===== src/rtl/syn_bram_dp_if.sv =====
// rtl/syn_bram_dp_if.sv - request/response bundle for the dual-port block RAM
// Port A is read/write with byte enables, port B is read-only.
interface syn_bram_dp_if #(
  parameter int DATA_W = 16,
  parameter int ADDR_W = 4
);
  logic                  en_a;
  logic [DATA_W/8-1:0]   we_a;
  logic [ADDR_W-1:0]     addr_a;
  logic [DATA_W-1:0]     din_a;
  logic [DATA_W-1:0]     dout_a;
  logic                  vld_a;
  logic                  en_b;
  logic [ADDR_W-1:0]     addr_b;
  logic [DATA_W-1:0]     dout_b;
  logic                  vld_b;
  logic                  ready;

  modport master (
    output en_a, we_a, addr_a, din_a, en_b, addr_b,
    input  dout_a, vld_a, dout_b, vld_b, ready
  );

  modport slave (
    input  en_a, we_a, addr_a, din_a, en_b, addr_b,
    output dout_a, vld_a, dout_b, vld_b, ready
  );
endinterface


===== src/rtl/syn_bram_dp.sv =====
// rtl/syn_bram_dp.sv - self-clearing dual-port block RAM (A: byte-write R/W, B: read)
// Define SYN_BRAM_DP_OUTREG_EN for an extra output register stage (2-cycle read latency).
module syn_bram_dp #(
  parameter int DATA_W  = 16,
  parameter int ADDR_W  = 4,
  parameter int WR_MODE = 0
) (
  input  logic          clk,
  input  logic          rst_n,
  syn_bram_dp_if.slave  bus
);
  localparam int DEPTH = 1 << ADDR_W;
  localparam int NB    = DATA_W / 8;

  typedef enum logic {ST_CLEAR, ST_READY} state_t;

  state_t              r_state;
  logic [ADDR_W-1:0]   r_ptr;
  logic                r_ready;
  logic [DATA_W-1:0]   r_mem [DEPTH];
  logic [DATA_W-1:0]   r_dout_a;
  logic [DATA_W-1:0]   r_dout_b;
  logic                r_vld_a;
  logic                r_vld_b;

  logic                w_acc_a;
  logic                w_acc_b;
  logic                w_wr_a;
  logic [DATA_W-1:0]   w_old_a;
  logic [DATA_W-1:0]   w_old_b;
  logic [DATA_W-1:0]   w_merged;
  logic [DATA_W-1:0]   w_rd_a;

  assign w_acc_a = (r_state == ST_READY) && bus.en_a;
  assign w_acc_b = (r_state == ST_READY) && bus.en_b;
  assign w_wr_a  = w_acc_a && (|bus.we_a);
  assign w_old_a = r_mem[bus.addr_a];
  assign w_old_b = r_mem[bus.addr_b];

  always_comb begin
    w_merged = w_old_a;
    for (int i = 0; i < NB; i++) begin
      if (bus.we_a[i]) begin
        w_merged[i*8 +: 8] = bus.din_a[i*8 +: 8];
      end
    end
  end

  // Port B always sees the pre-write word, so only port A honours WR_MODE.
  assign w_rd_a = (WR_MODE == 1) ? w_merged : w_old_a;

  // Array has no reset; zeroing happens only through the CLEAR walk.
  always_ff @(posedge clk) begin
    if (rst_n && (r_state == ST_CLEAR)) begin
      r_mem[r_ptr] <= '0;
    end else if (w_wr_a) begin
      r_mem[bus.addr_a] <= w_merged;
    end
  end

  always_ff @(posedge clk or negedge rst_n) begin
    if (!rst_n) begin
      r_state  <= ST_CLEAR;
      r_ptr    <= '0;
      r_ready  <= 1'b0;
      r_dout_a <= '0;
      r_dout_b <= '0;
      r_vld_a  <= 1'b0;
      r_vld_b  <= 1'b0;
    end else begin
      r_vld_a <= w_acc_a;
      r_vld_b <= w_acc_b;
      if (w_acc_a) begin
        r_dout_a <= w_rd_a;
      end
      if (w_acc_b) begin
        r_dout_b <= w_old_b;
      end
      case (r_state)
        ST_CLEAR: begin
          if (r_ptr == ADDR_W'(DEPTH - 1)) begin
            r_state <= ST_READY;
            r_ready <= 1'b1;
          end else begin
            r_ptr <= r_ptr + 1'b1;
          end
        end
        default: begin
          r_state <= ST_READY;
          r_ready <= 1'b1;
        end
      endcase
    end
  end

`ifdef SYN_BRAM_DP_OUTREG_EN
  logic [DATA_W-1:0] r_dout_a2;
  logic [DATA_W-1:0] r_dout_b2;
  logic              r_vld_a2;
  logic              r_vld_b2;

  always_ff @(posedge clk or negedge rst_n) begin
    if (!rst_n) begin
      r_dout_a2 <= '0;
      r_dout_b2 <= '0;
      r_vld_a2  <= 1'b0;
      r_vld_b2  <= 1'b0;
    end else begin
      r_dout_a2 <= r_dout_a;
      r_dout_b2 <= r_dout_b;
      r_vld_a2  <= r_vld_a;
      r_vld_b2  <= r_vld_b;
    end
  end

  assign bus.dout_a = r_dout_a2;
  assign bus.dout_b = r_dout_b2;
  assign bus.vld_a  = r_vld_a2;
  assign bus.vld_b  = r_vld_b2;
`else
  assign bus.dout_a = r_dout_a;
  assign bus.dout_b = r_dout_b;
  assign bus.vld_a  = r_vld_a;
  assign bus.vld_b  = r_vld_b;
`endif

  assign bus.ready = r_ready;
endmodule


===== src/flat_wrapper.sv =====
// flat-port wrapper written by rule: the top's interface ports become plain ports
module syn_bram_dp_flat 
#(
  parameter int DATA_W  = 16,
  parameter int ADDR_W  = 4,
  parameter int WR_MODE = 0
)
  (clk, rst_n, bus_en_a, bus_we_a, bus_addr_a, bus_din_a, bus_en_b, bus_addr_b, bus_dout_a, bus_vld_a, bus_dout_b, bus_vld_b, bus_ready);
  syn_bram_dp_if #(.DATA_W(DATA_W), .ADDR_W(ADDR_W)) bus_i ();
  input  logic clk;
  input  logic rst_n;
  input wire logic [$bits(bus_i.en_a)-1:0] bus_en_a;
  input wire logic [$bits(bus_i.we_a)-1:0] bus_we_a;
  input wire logic [$bits(bus_i.addr_a)-1:0] bus_addr_a;
  input wire logic [$bits(bus_i.din_a)-1:0] bus_din_a;
  input wire logic [$bits(bus_i.en_b)-1:0] bus_en_b;
  input wire logic [$bits(bus_i.addr_b)-1:0] bus_addr_b;
  output wire logic [$bits(bus_i.dout_a)-1:0] bus_dout_a;
  output wire logic [$bits(bus_i.vld_a)-1:0] bus_vld_a;
  output wire logic [$bits(bus_i.dout_b)-1:0] bus_dout_b;
  output wire logic [$bits(bus_i.vld_b)-1:0] bus_vld_b;
  output wire logic [$bits(bus_i.ready)-1:0] bus_ready;
  assign bus_i.en_a = bus_en_a;
  assign bus_i.we_a = bus_we_a;
  assign bus_i.addr_a = bus_addr_a;
  assign bus_i.din_a = bus_din_a;
  assign bus_i.en_b = bus_en_b;
  assign bus_i.addr_b = bus_addr_b;
  assign bus_dout_a = bus_i.dout_a;
  assign bus_vld_a = bus_i.vld_a;
  assign bus_dout_b = bus_i.dout_b;
  assign bus_vld_b = bus_i.vld_b;
  assign bus_ready = bus_i.ready;
  syn_bram_dp #(.DATA_W(DATA_W), .ADDR_W(ADDR_W), .WR_MODE(WR_MODE)) u_core (.clk(clk), .rst_n(rst_n), .bus(bus_i));
endmodule

===== config.mk =====
export PLATFORM = sky130hd
export DESIGN_NAME = syn_bram_dp_flat
export DESIGN_NICKNAME = d
export VERILOG_FILES = /design/src/rtl/syn_bram_dp_if.sv /design/src/rtl/syn_bram_dp.sv /design/src/flat_wrapper.sv
export SDC_FILE = /design/constraint.sdc
export NUM_CORES = 1
export LEC_CHECK = 0
export CAP_MARGIN = 20
export CORE_MARGIN = 3
export CORE_UTILIZATION = 45
export DETAILED_ROUTE_END_ITERATION = 16
export SLEW_MARGIN = 30
export SYNTH_ARGS = -nofsm -noshare
export SYNTH_HDL_FRONTEND = slang
export SYNTH_SLANG_ARGS = --single-unit

===== constraint.sdc =====
create_clock -name clk -period 2.8 [get_ports clk]
set_input_delay 0.56 -clock clk [delete_from_list [all_inputs] [get_ports clk]]
set_output_delay 0.56 -clock clk [all_outputs]
set_load 0.005 [all_outputs]

# Yosys cells after proc, flatten, opt, wreduce, memory -nomap -nowiden
# Memories as Yosys holds them, arrays and structs flattened. A register that Yosys moved wholly into a read port is not among the register bits.
# Cells that the tools add are included.
# classes
mux,14
reduce_logical,9
n_bitwise,2
eq_ne,1
add_sub_neg,1
# op_table
op,count
two-way mux 16 bit,1
two-way mux 8 bit,2
OR reduction 16 bit,1
two-way mux 1 bit,10
adder 4 x 1 -> 4 bit (second input constant),1
equality test 4 bit (second input constant),1
logical AND 1 bit,4
two-way mux 4 bit,1
inverter 1 bit,2
AND reduction 2 bit,1
nonzero test 2 bit,1
OR reduction 2 bit,1
zero test 1 bit,1
# totals
wordCells,34
out_inout_bits,35
inputBits,30
mem_bits_rw,256
memories,1
regBits,24
# memory_table
name,words,word_bits,read_ports,rd_ports_with_merged_regs,write_ports,line,text
u_core.r_mem,16,16,2,1,1,syn_bram_dp.sv:20,logic [DATA_W-1:0] r_mem [DEPTH];

# Longest topological paths before layout
# Gate-level depths: netlist of the first run.
# depth
ltp_word,7
mapped_depth,7
ltp_nobuf,4

# Worst setup path after synthesis of the first run
# OpenSTA, ideal clock, no wires.
# synth_timing
path_type,input port to flip-flop
start,input bus_addr_a[0]
end,"memory u_core.r_mem[0][14], data pin"
setup_slack_ns,0.112
t_required_ns,2.460
path_stages,7
arrival_time_ns,2.348
setup_ns,0.340
n_path_buf,3
path_cell_list,buf_6 buf_8 buf_8 mux2i_1 a221o_1 a2bb2oi_2 a211oi_1
# synth_via
elab_chain_cells,3
# synth_lines
element,line,text
"start, declared",flat_wrapper.sv:14,input wire logic [$bits(bus_i.addr_a)-1:0] bus_addr_a;
memory read (16 x 16 bit),-,
two-way mux 8 bit,syn_bram_dp.sv:43,if (bus.we_a[i]) begin
two-way mux 16 bit (no source line),-,
"end, declared",syn_bram_dp.sv:20,
# No other way between the ends.

# Final worst setup path of the first run
# layout_timing
start,"register u_core.r_dout_b[12], in the netlist u_core.bus.dout_b[12] (read register of u_core.r_mem)"
end,output bus_dout_b[12]
# layout_lines
element,line,text
"start, declared",syn_bram_dp.sv:22,logic [DATA_W-1:0] r_dout_b;
"end, declared",flat_wrapper.sv:20,output wire logic [$bits(bus_i.dout_b)-1:0] bus_dout_b;
# No word-level cell between the ends.

==> results of run 1 <==
-- Yosys cell counts, types with 3 or more instances --
| cell type | count | area (um^2) |
|---|---|---|
| mux2i_1 | 160 | 1600 |
| mux4_2 | 27 | 608 |
| a31oi_1 | 17 | 106 |
| o21ai_1 | 3 | 15.0 |
| dfrtp_1 | 40 | 1000 |
| nor2b_1 | 4 | 25.0 |
| clkbuf_1 | 28 | 105 |
| edfxtp_1 | 256 | 7690 |
| a211oi_1 | 16 | 120 |
| buf_2 | 18 | 90.1 |
| buf_8 | 3 | 45.0 |
| nand3_1 | 6 | 30.0 |
| clkbuf_8 | 7 | 96.3 |
| a2bb2oi_2 | 12 | 180 |
| a21oi_1 | 11 | 55.1 |
| inv_1 | 5 | 18.8 |
| a221o_1 | 12 | 120 |
| nand2b_1 | 4 | 25.0 |
| a22oi_1 | 40 | 300 |
| mux2_2 | 16 | 180 |
| o21ai_0 | 24 | 120 |
| nand2_1 | 71 | 267 |
| nor2_1 | 61 | 229 |
| xnor2_1 | 3 | 26.3 |
| clkinv_1 | 3 | 11.3 |
| mux4_1 | 20 | 526 |
| buf_6 | 8 | 90.1 |
| nand4_1 | 23 | 144 |
-- sequential cells by signal (all words and copies together), names as in the netlist --
name and cells:
u_core.bus.ready 1, u_core.bus.dout_a 16, u_core.bus.vld_a 1, u_core.bus.dout_b 16, u_core.r_mem 256, u_core.r_ptr 4, u_core.r_state 1, u_core.bus.vld_b 1
-- report_power, final --
group	switching (W)	total (W)	internal, W	leakage [nW]
registers	0.0000576	0.00497	0.00492	2.82
logic	0.000608	0.00113	0.000525	2.97
clock network	0.00169	0.00453	0.00284	0.538
total	0.00236	0.0106	0.00828	6.33
-- path summary, 6_finish.rpt --
check / slack [ns] / to / from
max reg2reg: 0.66 / u_core.r_mem[4][11] / u_core.r_state
max in group asynchronous: 2.17 / u_core.bus.dout_b[3] / rst_n
max: 0.60 / bus_dout_b[12] / u_core.bus.dout_b[12]
min in group clk: 0.47 / u_core.bus.ready / u_core.bus.ready
min: 0.17 / u_core.bus.dout_b[5] / rst_n
min reg2reg: 0.47 / u_core.bus.ready / u_core.bus.ready
-- stage by stage --
step	hold slack, ns	area (um^2)	power, W	util
finish	0.170	17100	0.0106	0.556
global route	0.214	17100	0.0110	0.556
CTS	0.190	17100	0.0107	0.556
detailed placement	0.455	15900	0.00619	0.519
global placement	0.454	15900	0.00618	0.519
floorplan	0.264	14000	0.00564	-
-- area by class of cell --
class                   count  area (um^2)  share of cell area
flip-flops and latches    296         8690               0.509
clock buffers              38          832              0.0488
well taps                 396          495              0.0290
clock inverters            18          305              0.0179
inverters                   8         30.0             0.00176
repair buffers            185         1800               0.106
multi-input cells         550         4900               0.288
-- layer usage --
layer  track usage  wire length (um)
met5             0                 0
met4        0.0692              1090
met3        0.0458              3100
met2         0.390             19500
met1         0.355             17800
-- cell usage in the layout (no fill, tap or decap), drive strengths merged, types with 3 or more instances in the layout --
master,synthesis,routed
a211oi,16,16
a21oi,11,11
a221o,14,14
a22oi,40,40
a2bb2oi,14,14
a31oi,17,17
buf,31,127
bufinv,0,8
clkbuf,35,38
clkdlybuf4s50,0,58
clkinv,3,7
clkinvlp,0,6
dfrtp,40,40
edfxtp,256,256
inv,5,5
mux2,16,16
mux2i,160,160
mux4,48,48
nand2,71,71
nand2b,4,4
nand3,6,6
nand4,23,23
nor2,61,61
nor2b,4,4
o21ai,27,27
xnor2,3,3
-- cell families (layout without fill, tap and decap cells) --
| family | Yosys count | count (layout) |
|---|---|---|
| xor+xnor | 3 | 3 |
| mux | 224 | 224 |
| fa+ha+maj | 1 | 1 |
| buf+inv | 76 | 249 |
| simple gates | 178 | 178 |
| compound gates | 144 | 144 |
| flops | 296 | 296 |
==> results.sh, run 1 <==
export IMPL_timing_setup_tns_ns=0
export IMPL_muxShareOfSynthArea=0.209
export IMPL_synth_cell_area_um2=14000
export IMPL_critical_path_required_ns=2.24
export IMPL_drcViolationCount=0
export IMPL_root_buffer="clkbuf_16"
export IMPL_dieHeight_um=183
export IMPL_num_antenna_cells=0
export IMPL_critPathBufInv=1
export IMPL_synth_fp_nets=953
export IMPL_finalHoldViolations=0
export IMPL_fin_nets=1102
export IMPL_core_area_um2=30700
export IMPL_crit_type="reg -> out"
export IMPL_fin_crit_sh=0.787
export IMPL_place_hpwl_um=26300
export IMPL_synth_edf_count=256
export IMPL_cts_buffers=30
export IMPL_worst_pin_slew_ns=0.820
export IMPL_clk_pin_slew_ns=0.07
export IMPL_post_cts_setup_buffer_count=0
export IMPL_setup_ws_ns=0.597
export IMPL_slowest_delay_ns=0.57
export IMPL_routed_wl_um=41500
export IMPL_synth_avg_cell_area_um2=15.2
export IMPL_crit_chain="clkdlybuf4s50_1"
export IMPL_fin_crit_ns=2.20
export IMPL_synth_fa_ha_area_frac=0.000891
export IMPL_io_pins=65
export IMPL_hold_path_class="in -> async"
export IMPL_grt_overflow=0
export IMPL_start_util=0.458
export IMPL_critPathTopFamily="buffers and inverters"
export IMPL_finalSetupViolCount=0
export IMPL_synth_compound_area_frac=0.0780
export IMPL_cp_max_fo=2
export IMPL_synth_seq_area_share=0.619
export IMPL_fmax_mhz=454
export IMPL_status="completed"
export IMPL_synth_xor_xnor_area_share=0.00187
export IMPL_cts_resized_gates=0
export IMPL_routabilityCongestion=0.833
export IMPL_clockBufferDepth=3
export IMPL_cts_sinks=296
export IMPL_crit_slowest_cell="clkdlybuf4s50_1"
export IMPL_synthSimpleGateAreaFrac=0.0556
export IMPL_power_density_nw_per_um2=624
export IMPL_viasPerCell=6.13
export IMPL_grt_usage=0.247
export IMPL_ant_nets=0
export IMPL_die_w_um=183
export IMPL_fin_skew_ns=0.00919
export IMPL_drtIter0Drc=849
export IMPL_avgRoutedWirePerCell_um=27.8
export IMPL_slew_viol_final=0
export IMPL_numPortBuffers=64
export IMPL_startpoint_type="flip-flop"
export IMPL_cp_end_kind="output pin"
export IMPL_hold_buffers=0
export IMPL_dp_slack_ns=0.0914
export IMPL_rsz0062_at_grt="false"
export IMPL_synth_flop_cell="edfxtp_1"
export IMPL_vdd_drop_max_mv=0.509
export IMPL_r2r_cells=5
export IMPL_synth_seq_cells=296
export IMPL_rows=64
export IMPL_cts_tree="done"
export IMPL_htree_num_levels=1
export IMPL_drv_cap=0
export IMPL_via_count=9140
export IMPL_fillers=2458
export IMPL_synth_distinct_cells=44
export IMPL_dr_pass1_iters=6
export IMPL_areaGrowthSynthToFinish_pct=21.5
export IMPL_grt_first_pass_wirelength_um=60500
export IMPL_clkLatencyLatePin_ns=0.56
export IMPL_yosysWarnings=0
export IMPL_p_leak_nw=6.33
export IMPL_die_area_um2=33300
export IMPL_place_inst=1435
export IMPL_grt_max_degree=41
export IMPL_synth_async_reset_ratio=0.135
export IMPL_antenna_found_initial=0
export IMPL_drive_above_1_share=0.236
export IMPL_synth_cells=922
export IMPL_synth_top_family_by_area="multiplexers"
export IMPL_grt_pass1_vias=9179
export IMPL_arrival_ns=1.64
export IMPL_cp_depth=1
export IMPL_slew_headroom=0.452
export IMPL_layoutNonFillerInstCount=1491
(Power assumes the default switching activity.)
==> inputs of run 2 (changes only) <==
clock period = 2.05 ns   (was 2.8 ns; I/O delays follow)
==> results.sh, run 2 (synthesized netlist as in run 1, its figures left out) <==
export IMPL_startpoint_type="flip-flop"
export IMPL_finalPower_w=0.0146
export IMPL_critPathBufInv=1
export IMPL_hold_path_class="in -> async"
export IMPL_slew_viol_final=0
export IMPL_drv_cap=0
export IMPL_grt_pass1_vias=9522
export IMPL_grt_usage=0.262
export IMPL_met3_usage=0.0427
export IMPL_crit_type="reg -> reg"
export IMPL_cts_sinks=296
export IMPL_antenna_found_initial=2
export IMPL_fin_skew_ns=0.0270
export IMPL_grt_first_pass_wirelength_um=63700
export IMPL_drtIter0Drc=1016
export IMPL_dp_slack_ns=-0.506
export IMPL_critPathTopFamily="multiplexers"
export IMPL_layoutNonFillerInstCount=1551
export IMPL_seqCellArea_um2=8690
export IMPL_dieHeight_um=183
export IMPL_ant_nets=0
export IMPL_cp_end_kind="flip-flop"
export IMPL_finalSetupViolCount=0
export IMPL_multi_input_area_um2=5360
export IMPL_vdd_drop_max_mv=0.683
export IMPL_root_buffer="clkbuf_16"
export IMPL_routabilityCongestion=0.866
export IMPL_utilization=0.597
export IMPL_layout_common_cells="edfxtp_1, mux2i_1, buf_4, nand2_1, clkdlybuf4s50_1"
export IMPL_core_area_um2=30700
export IMPL_r2r_cells=5
export IMPL_fmax_mhz=491
export IMPL_cts_buffers=34
export IMPL_final_common_cell="edfxtp_1"
export IMPL_die_area_um2=33300
export IMPL_clockBufferDepth=3
export IMPL_clk_pin_slew_ns=0.06
export IMPL_fin_crit_sh=0.994
export IMPL_crit_slowest_cell="mux4_1"
export IMPL_num_antenna_cells=0
export IMPL_power_density_nw_per_um2=797
export IMPL_timing_setup_tns_ns=0
export IMPL_largest_register="u_core.r_mem"
export IMPL_fin_nets=1161
export IMPL_top_usage_layer="met2"
export IMPL_grt_overflow=0
export IMPL_drcViolationCount=0
export IMPL_areaGrowthSynthToFinish_pct=30.5
export IMPL_numPortBuffers=64
export IMPL_via_count=9340
export IMPL_r2r_slack_ns=0.01
export IMPL_htree_num_levels=2
export IMPL_crit_chain="mux4_1, mux2_4, a2bb2oi_4, a211oi_4, buf_12"
export IMPL_routed_wl_um=43800
export IMPL_slowest_delay_ns=0.55
export IMPL_critical_path_required_ns=2.29
export IMPL_start_util=0.458
export IMPL_largest_reg_flops=256
export IMPL_rows=64
export IMPL_rsz0062_at_grt="true"
export IMPL_cts_tree="done"
export IMPL_met2_usage=0.421
export IMPL_fin_crit_ns=2.04
export IMPL_arrival_ns=2.27
export IMPL_setup_ws_ns=0.0131
export IMPL_finalHoldViolations=0
export IMPL_drive_above_1_share=0.302
export IMPL_dr_pass1_iters=5
export IMPL_r2r_end="u_core.r_mem[4][1]"
export IMPL_die_w_um=183
export IMPL_place_hpwl_um=31200
export IMPL_place_inst=1484
export IMPL_fillers=2341
export IMPL_grtUsageMet1=0.367
export IMPL_io_pins=65
export IMPL_slew_headroom=0.672
export IMPL_cp_max_fo=15
export IMPL_status="completed"
export IMPL_p_leak_nw=6.77
export IMPL_grt_max_degree=35
export IMPL_r2r_start="u_core.r_mem[11][1]"
export IMPL_clkLatencyLatePin_ns=0.51
export IMPL_avgRoutedWirePerCell_um=28.2
export IMPL_viasPerCell=6.02
export IMPL_worst_pin_slew_ns=0.490
run 2: cell types whose count changed in the layout (fill, tap and decap cells not counted), sizes merged:
cell         change
clkinv           +5
inv              +2
clkbuf          +10
buf             +52
bufinv           -6
dlygate4sd3      +1
clkinvlp         -4
run 2: cell type report:
class / instances / area share
sequential: 296 / 0.474
multi-input combinational: 550 / 0.293
clock buffer: 46 / 0.0517
tap: 396 / 0.0270
timing repair buffer: 240 / 0.145
inverter: 8 / 0.00164
clock inverter: 15 / 0.00779
run 2: per-stage QoR:
stage	area, um^2	hold WS [ns]
2_1_floorplan	14500	0.114
3_3_place_gp	17000	0.387
3_5_place_dp	17000	0.387
4_1_cts	18200	0.0767
5_1_grt	18300	0.112
6_report	18300	0.0737
run 2: worst max path at each step:
stage,from,endpoint,slack (ns),cells past startpoint
after global routing,u_core.r_state,u_core.r_mem[13][14],-0.03,7
final,u_core.r_mem[11][1],u_core.r_mem[4][1],0.01,5
after detailed placement,bus_we_a[1],u_core.r_mem[4][8],-0.51,7
after CTS,u_core.r_state,u_core.r_mem[13][9],0.002,7
after floorplan,bus_addr_a[0],u_core.r_mem[0][0],-0.13,7
after global placement,bus_we_a[1],u_core.r_mem[4][8],-0.50,7
run 2: what timing repair did:
item | in CTS | in global routing
pin swaps | 2 | 6
setup endpoints to repair | 138 | 285
gates resized for setup | 8 | 18
buffers inserted | 0 | 4
hold buffers | 1 | 0
hold endpoints to repair | 13 | 0
cloned | 0 | 1
run 2: worst reg2reg max path, cell delays in order (launching register included):
cell	delay [ns]
edfxtp_1	0.47
mux4_1	0.55
mux2_4	0.30
a2bb2oi_4	0.19
a211oi_4	0.09
buf_12	0.17
run 2: power by group:
group | switching (W) | internal [W]
clock network | 0.00241 | 0.00352
registers | 0.0000782 | 0.00672
logic | 0.000955 | 0.000915
total | 0.00345 | 0.0111
run 2: metal layers:
metal | wire (um) | up-vias
met4 | 1470 | 0
li1 | - | 4068
met5 | 0 | -
met3 | 3080 | 92
met1 | 18500 | 4765
met2 | 20800 | 415
==> inputs of run 3 (changes only) <==
clock period = 2.02 ns   (was 2.05 ns; I/O delays follow)
==> results.sh, run 3 (synthesized netlist as in run 1, its figures left out) <==
export IMPL_status="completed"
export IMPL_grt_overflow=0
export IMPL_place_inst=1462
export IMPL_place_area_um2=16800
export IMPL_layout_common_cells="edfxtp_1, mux2i_1, buf_4, nand2_1, clkdlybuf4s50_1"
export IMPL_grt_first_pass_wirelength_um=61500
export IMPL_rsz0062_at_grt="true"
export IMPL_power_density_nw_per_um2=781
export IMPL_critical_path_required_ns=2.33
export IMPL_finalPower_w=0.0140
export IMPL_slew_headroom=0.565
export IMPL_arrival_ns=2.28
export IMPL_root_buffer="clkbuf_16"
export IMPL_final_common_cell="edfxtp_1"
export IMPL_rows=64
export IMPL_drcViolationCount=0
export IMPL_crit_type="reg -> reg"
export IMPL_switching_share=0.235
export IMPL_combPwrFrac=0.131
export IMPL_slew_viol_final=0
export IMPL_cts_sinks=296
export IMPL_grt_pass1_vias=9461
export IMPL_setup_ws_ns=0.0450
export IMPL_p_sw_w=0.00328
export IMPL_fin_skew_ns=0.00816
export IMPL_fin_nets=1136
export IMPL_final_area_um2=17900
export IMPL_routed_wl_um=42700
export IMPL_dr_pass1_iters=5
export IMPL_largest_reg_flops=256
export IMPL_fin_crit_ns=1.98
export IMPL_areaGrowthSynthToFinish_pct=27.5
export IMPL_finalHoldViolations=0
export IMPL_hold_path_class="in -> async"
export IMPL_routabilityCongestion=0.857
export IMPL_ant_nets=0
export IMPL_clk_pin_slew_ns=0.06
export IMPL_start_util=0.458
export IMPL_fmax_mhz=506
export IMPL_dieHeight_um=183
export IMPL_core_area_um2=30700
export IMPL_dp_slack_ns=-0.507
export IMPL_die_w_um=183
export IMPL_cp_end_kind="flip-flop"
export IMPL_num_antenna_cells=0
export IMPL_startpoint_type="flip-flop"
export IMPL_drtIter0Drc=800
export IMPL_worst_pin_slew_ns=0.650
export IMPL_vdd_drop_max_mv=0.628
export IMPL_cts_buffers=31
export IMPL_fin_crit_sh=0.978
export IMPL_r2r_slack_ns=0.04
export IMPL_htree_num_levels=1
export IMPL_largest_register="u_core.r_mem"
export IMPL_grt_usage=0.252
export IMPL_p_leak_nw=6.58
export IMPL_layoutNonFillerInstCount=1524
export IMPL_cts_tree="done"
export IMPL_clkLatencyLatePin_ns=0.56
export IMPL_io_pins=65
export IMPL_place_hpwl_um=28300
export IMPL_die_area_um2=33300
export IMPL_cp_max_fo=16
export IMPL_seqPwrFrac=0.494
export IMPL_drv_cap=0
export IMPL_clockBufferDepth=3
export IMPL_avgRoutedWirePerCell_um=28.0
export IMPL_finalSetupViolCount=0
export IMPL_viasPerCell=6.03
export IMPL_drive_above_1_share=0.281
export IMPL_timing_setup_tns_ns=0
export IMPL_p_int_w=0.0107
export IMPL_via_count=9197
export IMPL_numPortBuffers=64
export IMPL_clock_power_share=0.375
export IMPL_antenna_found_initial=1
export IMPL_grt_max_degree=41
run 3: cell type report:
cell class              count  area [um^2]
flip-flops and latches    296         8690
well taps                 396          495
multi-input cells         550         5350
repair buffers            218         2400
inverters                   8         30.0
clock buffers              47          886
clock inverters             9         40.0
fillers                  2366        12800
run 3: power by group through the flow:
stage                     Sequential, W  Combinational (W)  Clock, W
final                           0.00690            0.00183   0.00524
after CTS                       0.00690            0.00180   0.00534
after global routing            0.00691            0.00193   0.00559
after global placement          0.00702            0.00179         0
after floorplan                 0.00701           0.000952         0
after detailed placement        0.00702            0.00179         0
run 3: through the flow:
stage / util / hold slack (ns)
floorplan: - / 0.108
global placement: 0.548 / 0.454
detailed placement: 0.548 / 0.461
CTS: 0.579 / 0.0725
global route: 0.583 / 0.104
finish: 0.583 / 0.0688
run 3: final timing paths:
path / start / to / cells after the start
setup / recovery: u_core.r_mem[8][3] / u_core.r_mem[5][3] / 5
hold / removal: rst_n / u_core.bus.dout_a[13] / 3
setup reg to reg: u_core.r_mem[8][3] / u_core.r_mem[5][3] / 5
hold reg to reg: u_core.bus.ready / u_core.bus.ready / 1
max in group asynchronous: rst_n / u_core.bus.dout_b[8] / 3
min in group clk: bus_addr_b[1] / u_core.bus.dout_b[12] / 5
run 3: worst max-delay path, cell delays in order (launching register included):
cell and delay (ns):
edfxtp_1 0.40, mux4_2 0.48, mux2_2 0.30, a22oi_2 0.27, a211oi_4 0.10, buf_12 0.16
run 3: repair_timing:
action,in CTS,in global routing
pin swaps,0,3
endpoints found under the setup margin,110,251
setup buffers,0,3
resized for setup,3,18
hold buffers,0,0
cloned,0,3
run 3: routing by layer:
layer | part of all wire | global-route usage | wire length (um) | vias up
met2 | 0.48 | 0.417 | 20500 | 366
met4 | 0.027 | 0.0673 | 1140 | 0
met5 | 0 | 0 | 0 | -
li1 | - | - | - | 4022
met1 | 0.43 | 0.349 | 18200 | 4720
met3 | 0.066 | 0.0425 | 2820 | 89
